<file path="src/rtl/wb_pkg.sv">
// Shared opcode constants, writeback source selector and commit-queue entry
// layout for the writeback commit queue.
package wb_pkg;

  // Widest data path the entry layout carries; narrower XLEN zero-extends.
  localparam int WB_MAX_XLEN = 64;

  localparam logic [6:0] OP_OP     = 7'b0110011;
  localparam logic [6:0] OP_OP_32  = 7'b0111011;
  localparam logic [6:0] OP_IMM    = 7'b0010011;
  localparam logic [6:0] OP_IMM_32 = 7'b0011011;
  localparam logic [6:0] OP_AUIPC  = 7'b0010111;
  localparam logic [6:0] OP_LUI    = 7'b0110111;
  localparam logic [6:0] OP_LOAD   = 7'b0000011;
  localparam logic [6:0] OP_JAL    = 7'b1101111;
  localparam logic [6:0] OP_JALR   = 7'b1100111;

  typedef enum logic [1:0] {
    WB_NONE,
    WB_ALU,
    WB_LOAD,
    WB_LINK
  } wb_src_e;

  typedef struct packed {
    logic [4:0]             dest;
    logic [WB_MAX_XLEN-1:0] data;
  } wb_entry_t;

endpackage

</file>
<file path="src/rtl/wb_src_decode.sv">
// Per-channel writeback decode: picks the result source from the opcode and
// flags whether the request actually writes the register file.
module wb_src_decode
  import wb_pkg::*;
(
  input  logic [6:0] opcode,
  input  logic [4:0] dest,
  output wb_src_e    src,
  output logic       write
);

  always_comb begin
    src = WB_NONE;
    case (opcode)
      OP_OP, OP_OP_32, OP_IMM, OP_IMM_32, OP_AUIPC, OP_LUI: src = WB_ALU;
      OP_LOAD:                                              src = WB_LOAD;
      OP_JAL, OP_JALR:                                      src = WB_LINK;
      default:                                              src = WB_NONE;
    endcase
    write = (src != WB_NONE) && (dest != '0);
  end

endmodule

</file>
<file path="src/rtl/wb_commit_queue.sv">
// Multi-channel writeback commit queue: accepts up to NCH requests per cycle,
// drains them in order to a single register-file write port, and forwards.
module wb_commit_queue
  import wb_pkg::*;
#(
  parameter int XLEN  = 64,
  parameter int NCH   = 2,
  parameter int DEPTH = 4
) (
  input  logic                      clk,
  input  logic                      reset,
  input  logic                      flush,
  input  logic [NCH-1:0]            ch_valid,
  output logic [NCH-1:0]            ch_ready,
  input  logic [NCH-1:0][6:0]       ch_opcode,
  input  logic [NCH-1:0][4:0]       ch_dest,
  input  logic [NCH-1:0][XLEN-1:0]  ch_alu,
  input  logic [NCH-1:0][XLEN-1:0]  ch_load,
  input  logic [NCH-1:0][XLEN-1:0]  ch_pc,
  output logic                      rf_we,
  output logic [4:0]                rf_waddr,
  output logic [XLEN-1:0]           rf_wdata,
  input  logic                      rf_ack,
  input  logic [4:0]                fwd_addr,
  output logic                      fwd_hit,
  output logic [XLEN-1:0]           fwd_data,
  output logic [$clog2(NCH+2)-1:0]  retire_cnt
);

  localparam int PW = $clog2(DEPTH);
  localparam int CW = $clog2(DEPTH+1);
  localparam int RW = $clog2(NCH+2);

  wb_entry_t                 mem [DEPTH];
  logic [PW-1:0]             rd_ptr;
  logic [PW-1:0]             wr_ptr;
  logic [CW-1:0]             count;
  logic [CW-1:0]             free_cnt;

  wb_src_e                   src [NCH];
  logic [NCH-1:0]            wr_flag;
  logic [NCH-1:0]            accept;
  logic [NCH-1:0]            push_en;
  logic [NCH-1:0][XLEN-1:0]  ch_data;
  logic [NCH-1:0][PW-1:0]    slot;
  logic [CW-1:0]             push_cnt;
  logic [RW-1:0]             nonwr_cnt;
  logic                      pop;
  logic [PW-1:0]             fwd_idx;

  for (genvar g = 0; g < NCH; g++) begin : g_dec
    wb_src_decode u_dec (
      .opcode (ch_opcode[g]),
      .dest   (ch_dest[g]),
      .src    (src[g]),
      .write  (wr_flag[g])
    );
  end

  // Credit comes only from the occupancy at cycle start; a same-cycle pop
  // never frees a slot for this cycle's requests.
  assign free_cnt = CW'(DEPTH) - count;

  always_comb begin
    ch_ready = '0;
    for (int unsigned i = 0; i < NCH; i++) begin
      ch_ready[i] = !reset && !flush && (free_cnt > CW'(i));
    end
  end

  assign accept = ch_valid & ch_ready;

  always_comb begin
    ch_data = '0;
    for (int unsigned i = 0; i < NCH; i++) begin
      case (src[i])
        WB_ALU:  ch_data[i] = ch_alu[i];
        WB_LOAD: ch_data[i] = ch_load[i];
        WB_LINK: ch_data[i] = ch_pc[i] + XLEN'(4);
        default: ch_data[i] = '0;
      endcase
    end
  end

  // Lower channels take earlier slots so they end up older in the queue.
  always_comb begin
    push_cnt  = '0;
    nonwr_cnt = '0;
    push_en   = '0;
    slot      = '0;
    for (int unsigned i = 0; i < NCH; i++) begin
      slot[i] = wr_ptr + PW'(push_cnt);
      if (accept[i]) begin
        if (wr_flag[i]) begin
          push_en[i] = 1'b1;
          push_cnt   = push_cnt + CW'(1);
        end else begin
          nonwr_cnt  = nonwr_cnt + RW'(1);
        end
      end
    end
  end

  assign rf_we    = (count != '0);
  assign pop      = rf_we && rf_ack;
  assign rf_waddr = rf_we ? mem[rd_ptr].dest : '0;
  assign rf_wdata = rf_we ? mem[rd_ptr].data[XLEN-1:0] : '0;

  always_ff @(posedge clk) begin
    if (reset || flush) begin
      rd_ptr     <= '0;
      wr_ptr     <= '0;
      count      <= '0;
      retire_cnt <= '0;
    end else begin
      rd_ptr     <= rd_ptr + PW'(pop);
      wr_ptr     <= wr_ptr + PW'(push_cnt);
      count      <= count + push_cnt - CW'(pop);
      retire_cnt <= nonwr_cnt + RW'(pop);
    end
  end

  // push_en is already zero under reset/flush because ch_ready is low.
  always_ff @(posedge clk) begin
    for (int unsigned i = 0; i < NCH; i++) begin
      if (push_en[i]) begin
        mem[slot[i]] <= '{dest: ch_dest[i], data: WB_MAX_XLEN'(ch_data[i])};
      end
    end
  end

  // Walk oldest to youngest so the last match seen is the youngest.
  always_comb begin
    fwd_hit  = 1'b0;
    fwd_data = '0;
    fwd_idx  = '0;
    for (int unsigned k = 0; k < DEPTH; k++) begin
      fwd_idx = rd_ptr + PW'(k);
      if ((CW'(k) < count) && (fwd_addr != '0) && (mem[fwd_idx].dest == fwd_addr)) begin
        fwd_hit  = 1'b1;
        fwd_data = mem[fwd_idx].data[XLEN-1:0];
      end
    end
  end

endmodule
</file>
<file path="config.mk">
export PLATFORM = sky130hd
export DESIGN_NAME = wb_commit_queue
export DESIGN_NICKNAME = d
export VERILOG_FILES = /design/src/rtl/wb_pkg.sv /design/src/rtl/wb_src_decode.sv /design/src/rtl/wb_commit_queue.sv
export SDC_FILE = /design/constraint.sdc
export NUM_CORES = 1
export LEC_CHECK = 0
export CORE_ASPECT_RATIO = 1.2
export CORE_MARGIN = 1
export CORE_UTILIZATION = 36
export CTS_CLUSTER_SIZE = 16
export DETAILED_ROUTE_END_ITERATION = 8
export DONT_BUFFER_PORTS = 1
export PLACE_DENSITY = 0.49
export SKIP_LAST_GASP = 1
export SLEW_MARGIN = 10
export SYNTH_ARGS = -nofsm -noshare
export SYNTH_HDL_FRONTEND = slang
export SYNTH_HIERARCHICAL = 1
export SYNTH_SLANG_ARGS = --single-unit
</file>
<file path="constraint.sdc">
create_clock -name clk -period 12.4 [get_ports clk]
set_input_delay 2.48 -clock clk [delete_from_list [all_inputs] [get_ports clk]]
set_output_delay 2.48 -clock clk [all_outputs]
set_load 0.01 [all_outputs]
</file>
# --- Word-level counts from Yosys, hierarchy flattened ---
# Memory sizes are Yosys's and may differ from the RTL's. A register that Yosys moved wholly into a read port is not among the register bits.
# Index checks and enable logic that the tools add are counted.
totals:
  elab_cells: 112
  output_inout_bits: 139
  input_bits: 419
  mem_count: 1
  register_bits: 9
  ram_bits: 276
op_classes:
  muxes: 31
  n_addsub: 14
  bitwise: 1
  n_eq_ne: 28
  n_lt_le_gt_ge: 6
  reduce_logical: 27
mem_list:
  columns: ["memory", "words", "width", "rd", "rd_ports_with_merged_regs", "wr", "line", "rtl"]
  rows:
  - ["mem", 4, 69, 4, 1, 2, "wb_commit_queue.sv:34", "wb_entry_t mem [DEPTH];"]
ops:
  columns: ["operator", "n"]
  rows:
  - ["64-bit case mux with 3 select lines", 2]
  - ["64-bit 2-to-1 mux", 5]
  - ["64-bit by 3-bit adder with 64-bit output (second input constant)", 2]
  - ["7-bit by 5-bit equality test with 1-bit output (second input constant)", 6]
  - ["7-bit by 6-bit equality test with 1-bit output (second input constant)", 6]
  - ["7-bit equality test (second input constant)", 4]
  - ["5-bit equality test", 4]
  - ["1-bit 2-to-1 mux", 16]
  - ["5-bit nonzero test", 3]
  - ["7-bit by 2-bit equality test with 1-bit output (second input constant)", 2]
  - ["1-bit logical AND", 14]
  - ["2-bit case mux with 3 select lines", 2]
  - ["6-bit OR reduction", 2]
  - ["2-bit equality test (second input constant)", 4]
  - ["3-bit by 1-bit greater-than comparator with 1-bit output (second input constant)", 2]
  - ["1-bit by 3-bit less-than comparator with 1-bit output (first input constant)", 2]
  - ["2-bit by 3-bit less-than comparator with 1-bit output (first input constant)", 2]
  - ["2-bit 2-to-1 mux", 3]
  - ["3-bit 2-to-1 mux", 2]
  - ["5-bit 2-to-1 mux", 1]
  - ["2-bit by 1-bit adder with 2-bit output", 2]
  - ["2-bit by 1-bit adder with 2-bit output (second input constant)", 2]
  - ["2-bit adder", 2]
  - ["2-bit adder (second input constant)", 2]
  - ["11 further kinds", 15]

# --- Longest topological paths before layout ---
# Gate-level depths: netlist of run 1.
depth:
  ltp_word: 12
  depth_mapped: 18
  mapped_depth_nobuf: 18

# --- Hierarchy ---
# The synthesis of run 1 kept the hierarchy.
by_module_without_submodules:
  columns: ["module", "cells_each", "n_inst", "area_per_inst_um2"]
  rows:
  - ["wb_commit_queue", 2739, 1, 24653.6]
  - ["wb_src_decode", 12, 2, 82.6]

# --- Worst setup path before layout of run 1 ---
# Ideal clock, no wire load.
synth_timing:
  path_type: "input -> register"
  startpoint: "input flush"
  endpoint: "memory mem[0][0] in the netlist's numbering, enable pin"
  setup_ps: 599
  path_stages: 5
  required_time_ps: 11801
  arrival_time_ps: 8451
  path_buffers: 1
  path_slack_ps: 3350
  path_cell_list: "or2_2 -> clkbuf_1 -> nor2_1 -> nand3_1 -> o31ai_1"
synth_lines:
  columns: ["item", "line", "rtl"]
  rows:
  - ["start, declared", "wb_commit_queue.sv:12", "input logic flush,"]
  - ["end, declared", "wb_commit_queue.sv:34", null]

# --- Worst setup path after layout of run 1 ---
layout_timing:
  startpoint: "input fwd_addr[0]"
  endpoint: "output fwd_data[41]"
layout_between:
  elab_chain_cells: 7
  word_cells_on_any_way: 17
  cone_classes: "eq/ne (4); mux (4); reduce/logical (9)"
layout_lines:
  columns: ["item", "line", "rtl"]
  rows:
  - ["start, declared", "wb_commit_queue.sv:24", "input logic [4:0] fwd_addr,"]
  - ["5-bit nonzero test", "wb_commit_queue.sv:139", "if ((CW'(k) < count) && (fwd_addr != '0) && (mem[fwd_idx].dest == fwd_addr)) begin"]
  - ["1-bit logical AND (2 in a row)", "wb_commit_queue.sv:139", null]
  - ["64-bit 2-to-1 mux (3 in a row)", "wb_commit_queue.sv:139", null]
  - ["64-bit 2-to-1 mux (*)", "wb_commit_queue.sv:139", null]
  - ["end, declared", "wb_commit_queue.sv:26", "output logic [XLEN-1:0] fwd_data,"]
# Mark *: on every way between the ends. The rest lies on a longest branch, timed or not.

==> out/results.tsv, run 1 <==
metric	value	unit
LEAKAGE	9.17	nW
r2r setup slk	7850	ps
CTS buffer count	35	
worst skew pair latency	540	ps
Core Area	0.0683	mm^2
R2R depth	12	
TritonCTS clock tree	yes	
most frequent cell on the critical path	nor3_1	
yosys warns	6	
Critical path origin	fwd_addr[0]	
die height	290	um
HPWL Detailed	76500	um
RSZ-0062 raised after global routing	no	
Synth Area per Inst	8.98	um^2
first-pass GRT wire length	147000	um
fmax	129	MHz
maxcap violations	0	
# rows	105	
skew final	10.9	ps
overall global routing resource usage	0.286	
area delta synth->final	6.68	%
Async S/R FF share, synth	0	
crit-path cells	nor3_1, a211o_1, a21oi_1, and4_4, buf_4, nor3_1, a211oi_1, o22ai_1	
CTS Root Cell	clkbuf_16	
most frequent cells in the layout	mux2i_1 (360), o21ai_0 (357), nand2_1 (308), edfxtp_1 (276), mux2_2 (176)	
final setup fails	0	
Die Wd	242	um
post-synthesis register bit count	285	
most common cell after layout, fill and taps aside	mux2i_1	
Post-Synthesis Cells	2763	
Primary FF master, synth	edfxtp_1	
Seq/Total Area, Yosys	0.341	
largest net degree at the start of global routing	137	
Iteration-0 DRC Markers	1692	
Worst R2R Start	count[0]$_SDFF_PP0_	
final weighted congestion in routability-driven placement	0.913	
Fill cells	6805	
Slew Viols, Final	0	
H-Tree Depth	2	
Fin. Hold Viols	0	
DRC viols	0	
HP Class	flop to flop	
synth unique cells	60	
Post-CTS Resized	0	
Endpoint, Worst Hold	count[0]$_SDFF_PP0_	
die area	0.0700	mm^2
Post-Syn Area	0.0248	mm^2
Reg clk slew, reported paths	50	ps
critical path fanouts, max	72	
Worst Hold Path Cells	2	
Crit-path slowest cell	and4_4	
crit path capture type	output pin	
min-delay src	count[0]$_SDFF_PP0_	
max incr delay on CP	750	ps
GRT overflow	0	
top cell type's share of synthesized area	0.334	
initial core utilization	0.363	
Period minus WS final	7740	ps
final wirelength	105000	um
crit path kind	input port to output pin	
final setup TNS	0	ps
crit start category	input port	
Worst Tran Pin Value	1230	ps
register area	0.00848	mm^2
I/O pins	558	
Util after Layout	0.388	
IO Port Bufs	0	
clk buf depth	3	
Worst Path Arrival	5260	ps
number of synthesized flops with an enable pin	276	
via count	22200	
Max-slew headroom	0.178	
Peak VDD IR	0.0753	mV
area of the multi-input gates	0.0154	mm^2
PwrDens	82.6	mW/mm^2
drt wl/cell	29.7	um
fin nets	3026	
initial antenna violation count	19	
outcome	complete, no violations	
Via-to-Cell Ratio	6.28	
Tcrit/Tclk final	0.624	
setup bufs post-CTS	0	
vias in the first global route	21500	
layout cells sized above 1	0.120	
remaining antenna violation count	0	
DRT Pass-1 Iters	6	
syn nets	3198	
CTS Sinks	285	
area leader, netlist	edfxtp_1	
hold buffer count at CTS	0	
CP Data Required Time	9920	ps
reg2reg end	mem[1][3]$_DFFE_PP_	
Area contributors post-synth	edfxtp_1 (33%), mux2i_1 (15%), mux2_2 (8.0%), o21ai_0 (7.2%), nand2_1 (4.7%)	
[critical path, delay by kind of cell]
| family | cells | cell delay (ps) |
|---|---|---|
| buf+inv | 1 | 740 |
| simple gates | 3 | 910 |
| compound gates | 4 | 990 |
[cell type report]
cell class	count	area share
inverter	27	0.00383
multi-input combinational	2204	0.581
timing repair buffer	38	0.0112
clock inverter	10	0.00354
antenna	13	0.00123
tap	909	0.0430
sequential	285	0.320
clock buffer	47	0.0364
[flip-flops by register name (all words and copies together) (netlist names)]
register,count
rd_ptr,2
count,3
mem,276
retire_cnt,2
wr_ptr,2
[cell families after synthesis]
family / synth area share
buffers and inverters: 0.0461
and+or+nand+nor: 0.140
xor gates and xnor gates: 0.0473
muxes: 0.238
adders and majority gates: 0.00837
DFF: 0.341
AOI/OAI and AO/OA: 0.179
[where the power goes]
part,internal (mW),switching (mW)
registers,1.05,0.00199
clock network,0.582,0.407
logic,0.0548,0.0906
[routing by layer]
| metal | wire [um] | share of wire | track usage |
|---|---|---|---|
| met4 | 6140 | 0.058 | 0.159 |
| met3 | 7910 | 0.075 | 0.0619 |
| met2 | 51900 | 0.49 | 0.517 |
| met1 | 38900 | 0.37 | 0.312 |
| met5 | 65 | 0.00062 | 0 |
[through the flow]
step | worst slack, ps | instance area, um^2 | power (mW) | instances | hold slack [ps]
after global routing | 4410 | 26500 | 2.25 | 3531 | 763
after floorplan | 3350 | 24800 | 1.18 | 2763 | 546
after detailed placement | 4710 | 25400 | 1.22 | 3463 | 701
after global placement | 4800 | 25400 | 1.22 | 3463 | 689
final | 4660 | 26500 | 2.19 | 3533 | 708
after CTS | 4690 | 26400 | 2.21 | 3520 | 716
[worst max-delay path by stage]
| stage | cells past startpoint | endpoint |
|---|---|---|
| after global placement | 8 | fwd_data[13] |
| after global routing | 9 | fwd_data[18] |
| final | 8 | fwd_data[41] |
| after floorplan | 5 | mem[0][0]$_DFFE_PP_ |
| after detailed placement | 8 | fwd_data[41] |
| after CTS | 9 | fwd_data[41] |
[cell usage after synthesis (all sizes together) (4+ instances only)]
cell type  instances
a211oi            63
nor4              17
nand2            310
and2              13
nor3              99
mux4              14
buf               97
xnor2             65
mux2             177
o22ai             65
nor2b              7
or4                4
a22oi             27
clkbuf           150
a222oi            15
ha                15
nand4             49
o21ai            358
dfxtp              9
inv               27
a221oi             6
a31oi              9
and4              10
a21oi            145
mux2i            360
a22o              55
and3              19
nor2             149
nand3             51
or3               10
xor2              69
edfxtp           276
No activity file was read; power rests on OpenSTA's default activity.
==> run 2, diff against run 1 <==
PLACE_DENSITY = 0.51   (was 0.49)
clock period = 6.2 ns   (was 12.4 ns; I/O delays follow)
==> out/results.tsv, run 2 (synthesis gave the netlist of run 1 again) <==
metric	value	unit	change
outcome	complete, no violations		
crit start category	flop		
Core Area	0.0683	mm^2	unchanged
first-pass GRT wire length	145000	um	-1.1%
CTS buffer count	35		unchanged
Slew Viols, Final	0		unchanged
HP Class	flop to flop		
initial core utilization	0.363		unchanged
Tcrit/Tclk final	0.926		
final setup TNS	0	ps	unchanged
TritonCTS clock tree	yes		
Max-slew headroom	0.190		+0.0118
crit path kind	flop to output pin		
crit path capture type	output pin		
drt wl/cell	29.1	um	-2.1%
remaining antenna violation count	0		unchanged
setup bufs post-CTS	0		unchanged
skew final	17.3	ps	+6.37 ps
fmax	174	MHz	
HPWL Detailed	73900	um	-3.4%
CTS Root Cell	clkbuf_16		
Peak VDD IR	0.148	mV	+97%
IO Port Bufs	0		unchanged
I/O pins	558		unchanged
DRC viols	0		unchanged
largest net degree at the start of global routing	251		+83%
GRT overflow	0		unchanged
# rows	105		unchanged
hold_ws	723	ps	+14.4 ps
CTS Sinks	285		unchanged
clk buf depth	3		unchanged
Post-CTS Resized	0		unchanged
Iteration-0 DRC Markers	1709		+1.0%
final wirelength	103000	um	-1.6%
PwrDens	167	mW/mm^2	+100%
layout cells sized above 1	0.127		+0.00655
fin nets	3035		+0.30%
final setup fails	0		unchanged
overall global routing resource usage	0.282		-0.00452
CP Data Required Time	4960	ps	-4960 ps
Via-to-Cell Ratio	6.26		-0.27%
Die Wd	242	um	unchanged
Period minus WS final	5740	ps	
initial antenna violation count	21		+2
die height	290	um	unchanged
Cell Area, Placed	0.0255	mm^2	+0.61%
vias in the first global route	21900		+1.5%
Worst Path Arrival	4500	ps	-760 ps
DRT Pass-1 Iters	5		-1
Fin. Hold Viols	0		unchanged
worst skew pair latency	540	ps	about the same
Reg clk slew, reported paths	50	ps	about the same
maxcap violations	0		unchanged
most frequent cells in the layout	mux2i_1 (360), o21ai_0 (357), nand2_1 (308), edfxtp_1 (276), mux2_2 (176)		
final weighted congestion in routability-driven placement	0.990		+8.4%
design area	0.0267	mm^2	+0.88%
Worst Tran Pin Value	1200	ps	-27.7 ps
critical path fanouts, max	45		-38%
die area	0.0700	mm^2	unchanged
hold buffer count at CTS	0		unchanged
RSZ-0062 raised after global routing	no		
H-Tree Depth	2		unchanged
most common cell after layout, fill and taps aside	mux2i_1		
LEAKAGE	9.29	nW	+1.2%
area delta synth->final	7.63	%	
via count	22200		+0.27%
max FFs per register	276		unchanged
[run 2: cell types whose count changed in the layout (fill, tap and decap cells not counted)]
cell        previous run  this run
clkinv_2               3         9
clkinvlp_4             0         2
bufinv_16              2         3
diode_2               13        17
buf_12                 1         8
clkinv_1               5         9
clkbuf_1              10         2
clkinv_4               0         1
buf_4                 37        39
[run 2: critical path, cell delays in order, from the launching register on]
cell,delay [ps]
dfxtp_4,710
mux4_2,600
xor2_1,150
nor4_1,470
nand3_4,880
buf_4,510
nor3_1,190
a211oi_1,70
o22ai_1,350
[run 2: routing by layer]
layer  vias up  share of wire  GRT usage
li1      10100              -          -
met1     10900           0.37      0.307
met2      1037           0.50      0.506
met3       263          0.079     0.0651
met4        10          0.053      0.154
met5         -        0.00059          0
[run 2: area by class of cell]
cell class | instances | area [um^2]
antenna | 17 | 42.5
fill | 6908 | 41600
clock buffer | 39 | 933
inverter | 27 | 101
multi-input combinational | 2204 | 15400
clock inverter | 24 | 193
tap | 909 | 1140
sequential | 285 | 8480
timing repair buffer | 47 | 453
[run 2: final timing paths]
| check | start | to | slack, ps | depth (start not counted) |
|---|---|---|---|---|
| max | rd_ptr[0]$_SDFF_PP0_ | fwd_data[61] | 460 | 8 |
| min | count[2]$_SDFF_PP0_ | count[2]$_SDFF_PP0_ | 720 | 3 |
| max reg2reg | count[0]$_SDFF_PP0_ | mem[1][3]$_DFFE_PP_ | 1790 | 12 |
| min reg2reg | count[2]$_SDFF_PP0_ | count[2]$_SDFF_PP0_ | 720 | 3 |
[run 2: report_power, final]
group	switching, mW	leakage (nW)	internal [mW]	total, mW
clock	0.853	0.555	1.21	2.06
sequential	0.00427	2.45	2.10	2.11
combinational	0.179	6.28	0.110	0.289
[run 2: per-stage QoR]
stage                     worst slack (ps)  power (mW)  utilization  std cells
after floorplan                        324        2.35            -       2763
after global placement                1030        2.43        0.374       3472
after detailed placement              1030        2.43        0.374       3472
after CTS                              420        4.48        0.390       3535
after global routing                   147        4.57        0.391       3549
final                                  462        4.46        0.391       3552
==> run 3, diff against run 2 <==
clock period = 5 ns   (was 6.2 ns; I/O delays follow)
==> out/results.tsv, run 3 (synthesis gave the netlist of run 1 again) <==
metric	value	unit	change
overall global routing resource usage	0.282		+0.000763
Worst Tran Pin Value	1220	ps	+15.9 ps
remaining antenna violation count	0		unchanged
vias in the first global route	21800		-0.091%
Switch Pwr	1.27	mW	+22%
Crit-path slowest cell	or4b_4		
final setup TNS	0	ps	unchanged
max incr delay on CP	740	ps	-140 ps
min-delay src	ch_dest[8]		
Iteration-0 DRC Markers	1825		+6.8%
CTS Sinks	285		unchanged
H-Tree Depth	2		unchanged
via count	22700		+2.1%
final wirelength	104000	um	+0.92%
Tcrit/Tclk final	0.944		
switch share	0.236		+0.00392
DRC viols	0		unchanged
Worst R2R Start	count[0]$_SDFF_PP0_		
Via-to-Cell Ratio	6.32		+1.0%
clk buf depth	3		unchanged
initial core utilization	0.363		unchanged
Worst Hold Path Cells	1		-2
Fin. Hold Viols	0		unchanged
die height	290	um	unchanged
layout cells sized above 1	0.139		+0.0118
Slew Viols, Final	0		unchanged
Clock Power Share	0.445		-0.017
fmax	212	MHz	
IO Port Bufs	0		unchanged
r2r setup slk	1390	ps	-400 ps
outcome	complete, no violations		
Reg clk slew, reported paths	70	ps	+20 ps
I/O pins	558		unchanged
CTS buffer count	35		unchanged
final setup fails	0		unchanged
Worst Path Arrival	3720	ps	-780 ps
Endpoint, Worst Hold	mem[3][67]$_DFFE_PP_		
GRT overflow	0		unchanged
Period minus WS final	4720	ps	
crit-path cells	mux4_2, xnor2_1, nand4_1, or4b_4, buf_12, o22ai_1		
Core Area	0.0683	mm^2	unchanged
fin nets	3079		+1.4%
hold_ws	670	ps	-52.5 ps
die area	0.0700	mm^2	unchanged
Seq pwr share	0.488		+0.015
Die Wd	242	um	unchanged
Critical path origin	rd_ptr[1]$_SDFF_PP0_		
HPWL Detailed	74900	um	+1.3%
LEAKAGE	9.53	nW	+2.6%
most frequent cells in the layout	mux2i_1 (360), o21ai_0 (357), nand2_1 (308), edfxtp_1 (276), mux2_2 (176)		
Int Power	4.09	mW	+20%
DRT Pass-1 Iters	6		+1
maxcap violations	0		unchanged
delay-heaviest family, CP	simple AND/OR/NAND/NOR gates		
HP Class	input port to flop		
drt wl/cell	29.0	um	-0.12%
critical path fanouts, max	67		+49%
crit path kind	flop to output pin		
skew final	8.72	ps	-8.58 ps
first-pass GRT wire length	145000	um	about the same
buffers plus inverters on the worst setup path	1		unchanged
crit start category	flop		
worst skew pair latency	550	ps	about the same
CTS Root Cell	clkbuf_16		
initial antenna violation count	13		-38%
reg2reg end	mem[2][41]$_DFFE_PP_		
TritonCTS clock tree	yes		
combinational share of power	0.067		+0.002
largest net degree at the start of global routing	282		+12%
Max-slew headroom	0.186		-0.00392
R2R depth	11		-1
area delta synth->final	9.28	%	
crit path capture type	output pin		
most common cell after layout, fill and taps aside	mux2i_1		
Peak VDD IR	0.205	mV	+38%
# rows	105		unchanged
RSZ-0062 raised after global routing	no		
PwrDens	198	mW/mm^2	+18%
final weighted congestion in routability-driven placement	0.949		-4.2%
max FFs per register	276		unchanged
CP Data Required Time	4000	ps	-960 ps
## run 3: cell types whose count changed in the layout (fill, tap and decap cells not counted)
cell / before / now
buf_12: 8 / 23
clkbuf_1: 2 / 8
bufinv_16: 3 / 0
buf_4: 39 / 68
diode_2: 17 / 11
clkinv_4: 1 / 0
clkinv_2: 9 / 7
clkinvlp_4: 2 / 1
## run 3: per-layer routing
metal | vias up | routed length, um | global-route usage
li1 | 10200 | - | -
met3 | 241 | 7530 | 0.0547
met2 | 1121 | 51600 | 0.506
met5 | - | 41 | 0
met1 | 11200 | 39700 | 0.319
met4 | 6 | 5400 | 0.149
## run 3: power groups by stage
stage / Clock (mW) / Sequential, mW / Combinational (mW)
floorplan: 0 / 2.66 / 0.253
global placement: 0 / 2.66 / 0.347
detailed placement: 0 / 2.66 / 0.355
CTS: 2.42 / 2.61 / 0.357
global route: 2.49 / 2.61 / 0.387
finish: 2.39 / 2.61 / 0.360
## run 3: per-stage QoR
step                cells   util  cell area, um^2  setup slack [ps]  total power, mW
finish               3589  0.397            27100               280             5.36
global route         3588  0.397            27100               120             5.49
CTS                  3573  0.396            27000               119             5.39
detailed placement   3511  0.381            26000               715             3.02
global placement     3511  0.381            26000               720             3.01
floorplan            2763      -            24800               160             2.92
## run 3: layout make-up
type                    count  area, um^2
clock inverters            17        76.3
repair buffers             91         971
inverters                  27         101
multi-input cells        2204       15400
diodes                     11        27.5
fillers                  6840       41200
well taps                 909        1140
clock buffers              45         956
flip-flops and latches    285        8480
## run 3: timing repair
action	in CTS	in global routing
hold buffers	0	0
hold endpoints to repair	0	0
setup endpoints to repair	0	6
gates resized for setup	0	0
setup buffers	0	5
## run 3: how the worst max path moves through the flow
stage / to / slack [ps] / cells past startpoint
4_1_cts: fwd_data[29] / 120 / 10
2_1_floorplan: mem[3][0]$_DFFE_PP_ / 160 / 11
5_1_grt: fwd_data[25] / 120 / 10
3_3_place_gp: fwd_data[29] / 720 / 10
3_5_place_dp: fwd_data[29] / 710 / 10
6_report: fwd_data[35] / 280 / 6
